===== config.mk =====
export PLATFORM = sky130hd
export DESIGN_NAME = chunked_add_sub_flat
export DESIGN_NICKNAME = d
export VERILOG_FILES = /design/src/rtl/chunked_add_sub_if.sv /design/src/rtl/chunked_add_sub.sv /design/src/flat_wrapper.sv
export SDC_FILE = /design/constraint.sdc
export NUM_CORES = 1
export LEC_CHECK = 0
export ABC_AREA = 1
export BUFFER_PORTS_ARGS = -buffer_cell sky130_fd_sc_hd__buf_2
export CAP_MARGIN = 20
export CORE_ASPECT_RATIO = 1.75
export CORE_MARGIN = 2
export CORE_UTILIZATION = 35
export DETAILED_ROUTE_END_ITERATION = 8
export PLACE_DENSITY = 0.56
export SLEW_MARGIN = 20
export SYNTH_ARGS = -nofsm -noshare
export SYNTH_HDL_FRONTEND = slang
export SYNTH_SLANG_ARGS = --single-unit
export TNS_END_PERCENT = 1

===== constraint.sdc =====
create_clock -name clk -period 1.5 [get_ports clk]
set_input_delay 0.075 -clock clk [delete_from_list [all_inputs] [get_ports clk]]
set_output_delay 0.075 -clock clk [all_outputs]
set_load 0.01 [all_outputs]

===== src/rtl/chunked_add_sub_if.sv =====
`default_nettype none
// +--------------------------------------------------------------------------+
// | Module : chunked_add_sub_if                                              |
// | Brief  : Operand/result valid-ready bus for the chunked adder/subtractor |
// | Rev    : 1.0                                                             |
// +--------------------------------------------------------------------------+
interface chunked_add_sub_if #(
    parameter int WIDTH = 16
) ();
    logic             in_valid;
    logic             in_ready;
    logic [WIDTH-1:0] x;
    logic [WIDTH-1:0] y;
    logic             sub;
    logic             out_valid;
    logic             out_ready;
    logic [WIDTH-1:0] s;
    logic             cout;
    logic             ovf;

    modport master (
        output in_valid, x, y, sub, out_ready,
        input  in_ready, out_valid, s, cout, ovf
    );

    modport slave (
        input  in_valid, x, y, sub, out_ready,
        output in_ready, out_valid, s, cout, ovf
    );
endinterface
`default_nettype wire


===== src/rtl/chunked_add_sub.sv =====
`default_nettype none
// +--------------------------------------------------------------------------+
// | Module : chunked_add_sub                                                 |
// | Brief  : Multi-cycle add/sub, CHUNK bits per clock, valid/ready on both  |
// |          sides. Define CHUNKED_ADD_SUB_SAT_EN to clamp s on overflow.    |
// | Rev    : 1.0                                                             |
// +--------------------------------------------------------------------------+
module chunked_add_sub #(
    parameter int WIDTH = 16,
    parameter int CHUNK = 4
) (
    input  wire logic         clk,
    input  wire logic         rst,
    chunked_add_sub_if.slave  bus
);
    localparam int                c_ncyc = WIDTH / CHUNK;
    localparam int                c_cntw = (c_ncyc > 1) ? $clog2(c_ncyc) : 1;
    localparam logic [c_cntw-1:0] c_last = c_cntw'(c_ncyc - 1);

    typedef enum logic [1:0] {
        S_IDLE = 2'd0,
        S_RUN  = 2'd1,
        S_DONE = 2'd2
    } state_t;

    state_t            r_state;
    logic [WIDTH-1:0]  r_x;
    logic [WIDTH-1:0]  r_y;
    logic              r_carry;
    logic [c_cntw-1:0] r_cnt;
    logic [WIDTH-1:0]  r_s;
    logic              r_cout;
    logic              r_ovf;
    logic              r_in_ready;
    logic              r_out_valid;

    logic [CHUNK:0]    w_sum;
    logic [WIDTH-1:0]  w_res;
    logic [WIDTH-1:0]  w_res_out;
    logic              w_ovf;

    assign w_sum = {1'b0, r_x[CHUNK-1:0]} + {1'b0, r_y[CHUNK-1:0]}
                 + {{CHUNK{1'b0}}, r_carry};

    // On the last chunk r_x/r_y low slices hold the operand sign bits
    // (y already inverted for subtraction).
    assign w_ovf = (r_x[CHUNK-1] == r_y[CHUNK-1]) && (w_sum[CHUNK-1] != r_x[CHUNK-1]);

    // Earlier chunks enter from the MSB side and migrate down as new ones arrive.
    generate
        if (CHUNK < WIDTH) begin : g_acc
            logic [WIDTH-CHUNK-1:0] r_acc;

            always_ff @(posedge clk) begin
                if (rst) begin
                    r_acc <= '0;
                end else if (r_state == S_RUN) begin
                    r_acc <= w_res[WIDTH-1:CHUNK];
                end
            end

            assign w_res = {w_sum[CHUNK-1:0], r_acc};
        end else begin : g_full
            assign w_res = w_sum[CHUNK-1:0];
        end
    endgenerate

`ifdef CHUNKED_ADD_SUB_SAT_EN
    assign w_res_out = !w_ovf         ? w_res :
                       r_x[CHUNK-1]   ? {1'b1, {(WIDTH-1){1'b0}}} :
                                        {1'b0, {(WIDTH-1){1'b1}}};
`else
    assign w_res_out = w_res;
`endif

    always_ff @(posedge clk) begin
        if (rst) begin
            r_state     <= S_IDLE;
            r_x         <= '0;
            r_y         <= '0;
            r_carry     <= 1'b0;
            r_cnt       <= '0;
            r_s         <= '0;
            r_cout      <= 1'b0;
            r_ovf       <= 1'b0;
            r_in_ready  <= 1'b1;
            r_out_valid <= 1'b0;
        end else begin
            case (r_state)
                S_IDLE: begin
                    if (bus.in_valid) begin
                        r_x        <= bus.x;
                        r_y        <= bus.y ^ {WIDTH{bus.sub}};
                        r_carry    <= bus.sub;
                        r_cnt      <= '0;
                        r_in_ready <= 1'b0;
                        r_state    <= S_RUN;
                    end
                end
                S_RUN: begin
                    r_x     <= r_x >> CHUNK;
                    r_y     <= r_y >> CHUNK;
                    r_carry <= w_sum[CHUNK];
                    r_cnt   <= r_cnt + 1'b1;
                    if (r_cnt == c_last) begin
                        r_s         <= w_res_out;
                        r_cout      <= w_sum[CHUNK];
                        r_ovf       <= w_ovf;
                        r_out_valid <= 1'b1;
                        r_state     <= S_DONE;
                    end
                end
                S_DONE: begin
                    if (bus.out_ready) begin
                        r_out_valid <= 1'b0;
                        r_in_ready  <= 1'b1;
                        r_state     <= S_IDLE;
                    end
                end
                default: begin
                    r_in_ready  <= 1'b1;
                    r_out_valid <= 1'b0;
                    r_state     <= S_IDLE;
                end
            endcase
        end
    end

    assign bus.in_ready  = r_in_ready;
    assign bus.out_valid = r_out_valid;
    assign bus.s         = r_s;
    assign bus.cout      = r_cout;
    assign bus.ovf       = r_ovf;
endmodule
`default_nettype wire


===== src/flat_wrapper.sv =====
// flat-port wrapper written by rule: the top's interface ports become plain ports
module chunked_add_sub_flat 
#(
    parameter int WIDTH = 16,
    parameter int CHUNK = 4
)
  (clk, rst, bus_in_valid, bus_x, bus_y, bus_sub, bus_out_ready, bus_in_ready, bus_out_valid, bus_s, bus_cout, bus_ovf);
  chunked_add_sub_if #(.WIDTH(WIDTH)) bus_i ();
  input  wire logic clk;
  input  wire logic rst;
  input wire logic [$bits(bus_i.in_valid)-1:0] bus_in_valid;
  input wire logic [$bits(bus_i.x)-1:0] bus_x;
  input wire logic [$bits(bus_i.y)-1:0] bus_y;
  input wire logic [$bits(bus_i.sub)-1:0] bus_sub;
  input wire logic [$bits(bus_i.out_ready)-1:0] bus_out_ready;
  output wire logic [$bits(bus_i.in_ready)-1:0] bus_in_ready;
  output wire logic [$bits(bus_i.out_valid)-1:0] bus_out_valid;
  output wire logic [$bits(bus_i.s)-1:0] bus_s;
  output wire logic [$bits(bus_i.cout)-1:0] bus_cout;
  output wire logic [$bits(bus_i.ovf)-1:0] bus_ovf;
  assign bus_i.in_valid = bus_in_valid;
  assign bus_i.x = bus_x;
  assign bus_i.y = bus_y;
  assign bus_i.sub = bus_sub;
  assign bus_i.out_ready = bus_out_ready;
  assign bus_in_ready = bus_i.in_ready;
  assign bus_out_valid = bus_i.out_valid;
  assign bus_s = bus_i.s;
  assign bus_cout = bus_i.cout;
  assign bus_ovf = bus_i.ovf;
  chunked_add_sub #(.WIDTH(WIDTH), .CHUNK(CHUNK)) u_core (.clk(clk), .rst(rst), .bus(bus_i));
endmodule

==> impl_metrics.json, run 1 <==
{
  "status": "finished, violations left",
  "violations": "setup timing",
  "synthArstFlopShare_pct": 0,
  "crit_path_cell_trace": "fa_2 > fa_2 > nand2_1 > nand2_1 > a21oi_2 > nor2_1 > nor2_1 > nor2_1",
  "dp_worst_setup_slack_ps": -153,
  "ys_top_cells_by_count": "nand2_1, dfxtp_1, nor2_1",
  "grt_pass1_wl_mm": 11.8,
  "synth_ff_type": "dfxtp_1",
  "numCtsBuffers": 9,
  "synth.top_cell.area_share_pct": 45.3,
  "finalCritPeriodShare_pct": 110,
  "ys_ff_latch": 69,
  "hold_path_class": "primary input to register",
  "syn_area_um2": 3050,
  "synth.most_common_cell": "nand2_1",
  "rows": 45,
  "fin_ws_ps": -156,
  "hpwl_mm": 4.95,
  "cts_tree": "yes",
  "swShare_pct": 25.0,
  "cts_sinks": 69,
  "hold_end": "u_core.r_x[9]$_SDFFE_PP0P_",
  "min_from": "bus_x[9]",
  "syn-instance-count": 395,
  "clk_path_buf_depth": 2,
  "grt_max_degree": 35,
  "relSlewSlack_pct": 69.9,
  "r2r_cells": 8,
  "tightest_slew_ps": 451,
  "power_mw": 4.58,
  "rr_endpoint": "u_core.r_carry$_SDFFE_PP0P_",
  "overflow": 0,
  "finalWirelength_mm": 6.95,
  "yosys-top-cells-area": "dfxtp_1, nand2_1, a21oi_1, xor2_1, nor2_1",
  "pwr-share-comb_pct": 11.6,
  "max_cap_violations": 0,
  "crit_path_frequent_cell": "nor2_1",
  "dp.cells": 556,
  "p_per_area_nw_per_um2": 1210,
  "min_period_ps": 1660,
  "grt_usage_pct": 16.2,
  "avgSynthCellArea_um2": 7.73,
  "finalHoldViolCount": 0,
  "clk_latency_ps": 330,
  "post_dp_cell_area_um2": 3460,
  "ant_nets": 0,
  "first_pass_iters": 4,
  "yosysWarnings": 0,
  "finalNonFillerCells": 576,
  "fin_area_um2": 3800,
  "area_growth_pct": 24.4,
  "initial_core_util_pct": 35.7,
  "cts_setup_buffers": 0,
  "cp.arrival_ps": 1860,
  "utilization_pct": 44.4,
  "min_path_cells": 3,
  "p_switching_mw": 1.14,
  "antenna_found_initial": 0,
  "ys_types": 23,
  "cp.depth": 8,
  "power_leakage_nw": 1.73,
  "crit_path_end_kind": "register",
  "setup-violations-final": 5,
  "die_w_um": 74.6,
  "cts-root-buf": "clkbuf_16",
  "htreeDepth": 3,
  "numPortBuffers": 56,
  "maxSlewViolCount": 0,
  "fmax_mhz": 604,
  "ir_drop_uv": 815,
  "ys_seq_area_share_pct": 45.3,
  "path_clk_slew_ps": 60,
  "clock_power_share_pct": 44.7,
  "reg2reg_setup_slack_ps": -160,
  "critPathMaxFanout": 2,
  "synth_top_area_cell": "dfxtp_1",
  "drc": 0,
  "intPower_mw": 3.43,
  "pin_count": 57,
  "power_frac_seq_pct": 43.7,
  "core_um2": 8560,
  "die_h_um": 128,
  "layout-drive-gt1-share_pct": 22.7,
  "num_vias": 2656,
  "place.gp.congestion": 0.778,
  "avgRoutedWirePerCell_um": 12.1,
  "fin_skew_ps": 8.00,
  "max_stage_delay_ps": 400,
  "diodes": 0,
  "final_nets": 497,
  "drt-vias-per-instance": 4.61,
  "critPathBufInv": 0,
  "required_ps": 1710,
  "rsz0062_at_grt": "yes",
  "synth_edf_count": 0,
  "first_iter_violations": 108,
  "crit_family": "adder cells",
  "syn_nets": 438,
  "rr_startpoint": "u_core.r_carry$_SDFFE_PP0P_",
  "startpoint_type": "register",
  "grt_pass1_vias": 2587,
  "dieArea_um2": 9510,
  "crit_slowest_cell": "fa_2",
  "path_class": "register to register"
}
[metrics by stage]
step                TNS, ps  hold WS, ps
floorplan             -79.4          223
global placement       -150          331
detailed placement     -239          335
CTS                    -293         3.23
global route           -671         30.4
finish                 -259         15.9
[worst max path at each step]
stage                                           start                           to
after detailed placement  u_core.r_carry$_SDFFE_PP0P_  u_core.r_carry$_SDFFE_PP0P_
after global routing      u_core.r_carry$_SDFFE_PP0P_  u_core.r_carry$_SDFFE_PP0P_
after CTS                 u_core.r_carry$_SDFFE_PP0P_  u_core.r_carry$_SDFFE_PP0P_
final                     u_core.r_carry$_SDFFE_PP0P_  u_core.r_carry$_SDFFE_PP0P_
after floorplan           u_core.r_carry$_SDFFE_PP0P_  u_core.r_carry$_SDFFE_PP0P_
after global placement    u_core.r_carry$_SDFFE_PP0P_  u_core.r_carry$_SDFFE_PP0P_
[layer usage]
layer  vias up  GRT usage (%)  wire (µm)  part of all wire [%]
met5         -              0          0                     0
met4         0           6.62        136                   2.0
met3         8           4.65        269                   3.9
met2        46           28.4       3700                    53
met1      1224           17.9       2840                    41
li1       1378              -          -                     -
[layout by cell type, fill, tap and decap left out, drive strengths merged]
cell type and instances:
ha 4, a21oi 31, o21ai 18, xor2 17, buf 68, a31oi 9
clkinvlp 1, o211ai 1, nand3 23, nor2 36, nand2 122, dfxtp 69
clkbuf 9, a211oi 8, inv 30, o21a 1, dlygate4sd3 4, fa 2
bufinv 1, clkinv 5
[power by group through the flow]
stage | sequential (mW) | clock (mW) | combinational (mW)
4_1_cts | 2.00 | 2.09 | 0.540
3_3_place_gp | 2.04 | 0 | 0.519
6_report | 2.00 | 2.05 | 0.531
3_5_place_dp | 2.04 | 0 | 0.531
5_1_grt | 2.01 | 2.18 | 0.604
2_1_floorplan | 2.02 | 0 | 0.374
[state kept, by name, summed over array words and instances, names as in the netlist]
name and count:
u_core.g_acc.r_acc 12, u_core.bus.ovf 1, u_core.bus.s 16, u_core.r_y 16, u_core.r_cnt 2, u_core.bus.cout 1, u_core.bus.in_ready 1, u_core.r_state 2
u_core.bus.out_valid 1, u_core.r_carry 1, u_core.r_x 16
[kinds of logic (layout without fill, tap and decap cells)]
logic type	Yosys count	count (layout)	share of synthesized area, %
flops	69	69	45.3
compound gates	68	68	13.3
fa+ha+maj	6	6	2.95
buf+inv	54	118	9.06
simple gates	181	181	24.5
xor+xnor	17	17	4.88
[worst min-delay path, cell delays in order]
cell and delay, ps:
buf_2 90, nand2_1 50, a31oi_1 70
[final cells by class]
type	instances	area [µm²]
Sequential cell	69	1380
Fill cell	936	4760
Clock buffer	9	225
Multi-Input combinational cell	272	1400
Timing Repair Buffer	72	460
Inverter	30	113
Clock inverter	7	66.3
Tap cell	117	146
[what timing repair did]
action                                  4_1_cts  5_1_grt
endpoints found under the setup margin        6        7
hold buffers                                  3        1
endpoints found under the hold margin         3        1
gates resized for setup                       1        0
pin swaps                                     1        0
Power figures use the tool's default switching activity.
==> inputs of run 2 (changes only) <==
- CORE_MARGIN: 2 -> unset
==> run 2 against run 1 <==
Effect of this change:
- clock power fell by 2%
- fmax rose by 1.6%
- register-to-register slack improved by 30 ps
- the run still ends with setup timing left
- power fell by 0.82%
- wire length fell by 3.4%
- cell count rose by 0.17%
- critical path depth did not move
- combinational power fell by 0.8%
- largest power group unchanged
==> impl_metrics.json, run 2 (synthesis results as in run 1) <==
{
  "status": "finished, violations left",
  "violations": "setup timing",
  "grt_max_degree": 41,
  "relSlewSlack_pct": 70.8,
  "hold_path_class": "primary input to register",
  "ant_nets": 0,
  "holdWs_ps": 10.7,
  "maxSlewViolCount": 0,
  "cts_tree": "yes",
  "finalCritPeriodShare_pct": 109,
  "numCtsBuffers": 9,
  "path_clk_slew_ps": 50,
  "critPathMaxFanout": 2,
  "rr_startpoint": "u_core.r_x[0]$_SDFFE_PP0P_",
  "max_stage_delay_ps": 400,
  "htreeDepth": 3,
  "final_nets": 500,
  "crit_slowest_cell": "fa_2",
  "crit_path_cell_trace": "fa_2 > fa_2 > nand2_1 > nand2_1 > a21oi_2 > nor2_1 > nor2_1 > nor2_1",
  "drc": 0,
  "clk_path_buf_depth": 2,
  "fin_ws_ps": -130,
  "final_common_cell": "nand2_1",
  "setup-violations-final": 4,
  "initial_core_util_pct": 36.5,
  "path_class": "register to register",
  "cts_sinks": 69,
  "cts-root-buf": "clkbuf_16",
  "fin_tns_setup_ps": -287,
  "required_ps": 1710,
  "layout-drive-gt1-share_pct": 22.9,
  "diodes": 0,
  "dieArea_um2": 9110,
  "cts_setup_buffers": 0,
  "p_per_area_nw_per_um2": 1190,
  "finalHoldViolCount": 0,
  "rsz0062_at_grt": "yes",
  "ir_drop_uv": 581,
  "overflow": 0,
  "grt_pass1_vias": 2506,
  "num_vias": 2633,
  "crit_path_end_kind": "register",
  "grt_usage_pct": 16.1,
  "area_growth_pct": 24.7,
  "power_leakage_nw": 1.75,
  "startpoint_type": "register",
  "dp_worst_setup_slack_ps": -139,
  "die_w_um": 72.6,
  "cp-startpoint": "u_core.r_x[0]$_SDFFE_PP0P_",
  "cp.arrival_ps": 1840,
  "core_um2": 8370,
  "fmax_mhz": 613,
  "hpwl_mm": 4.69,
  "min_period_ps": 1630,
  "min_from": "bus_x[12]",
  "fin_skew_ps": 4.09,
  "avgRoutedWirePerCell_um": 11.6,
  "grt_pass1_wl_mm": 11.3,
  "clk_latency_ps": 320,
  "first_iter_violations": 121,
  "die_h_um": 126,
  "finalWirelength_mm": 6.71,
  "first_pass_iters": 5,
  "rows": 44,
  "pin_count": 57,
  "utilization_pct": 45.5,
  "tightest_slew_ps": 438,
  "final_cell_mix": "nand2_1, dfxtp_1, buf_2",
  "antenna_found_initial": 0,
  "numPortBuffers": 56,
  "crit_path_frequent_cell": "nor2_1",
  "drt-vias-per-instance": 4.56,
  "place.gp.congestion": 0.815,
  "max_cap_violations": 0
}
-- run 2: changes by cell type in the layout (fill, tap and decap cells not counted), sizes merged --
cell         before  now
bufinv            1    0
buf              68   72
dlygate4sd3       4    3
clkinvlp          1    0
clkinv            5    0
clkbuf            9   16
-- run 2: what timing repair did --
| item | 4_1_cts | 5_1_grt |
|---|---|---|
| setup endpoints to repair | 6 | 6 |
| cloned | 0 | 0 |
| pin swaps | 2 | 0 |
| resized for setup | 2 | 0 |
| endpoints found under the hold margin | 3 | 0 |
| hold buffers | 3 | 0 |
-- run 2: routing by layer --
layer	share of wire, %	routed length [µm]	global-route usage (%)
met1	44	2940	17.8
met2	51	3420	28.1
met3	2.9	197	3.38
met4	2.4	164	8.77
met5	0	0	0
-- run 2: final cells by class --
cell class	instances	area [µm²]
clock buffers	16	292
fillers	900	4560
inverters	30	113
multi-input cells	272	1410
flip-flops and latches	69	1380
well taps	115	144
repair buffers	75	468
-- run 2: worst max-delay path, delay by kind of cell (launching register included) --
family | cells | cell delay, ps
AND/OR/NAND/NOR | 5 | 310
flip-flops | 1 | 330
adder cells (fa/ha/maj) | 2 | 750
AO/OA/AOI/OAI | 1 | 130
-- run 2: power breakdown --
group	internal (mW)	leakage, nW	switching (mW)
logic	0.222	1.04	0.304
clock network	1.30	0.143	0.711
registers	1.94	0.564	0.0638
total	3.46	1.75	1.08
-- run 2: per-stage QoR --
step | std cells | power [mW] | instance area (µm²)
2_1_floorplan | 395 | 2.40 | 3060
3_3_place_gp | 558 | 2.55 | 3480
3_5_place_dp | 558 | 2.57 | 3480
4_1_cts | 577 | 4.59 | 3800
5_1_grt | 577 | 4.74 | 3800
6_report | 577 | 4.54 | 3800
-- run 2: worst paths after layout --
| check | to | cells past startpoint | slack, ps |
|---|---|---|---|
| hold / removal | u_core.r_x[12]$_SDFFE_PP0P_ | 3 | 10 |
| setup / recovery | u_core.r_carry$_SDFFE_PP0P_ | 8 | -130 |
| setup reg to reg | u_core.r_carry$_SDFFE_PP0P_ | 8 | -130 |
| hold reg to reg | u_core.bus.s[10]$_SDFFE_PP0P_ | 2 | 460 |
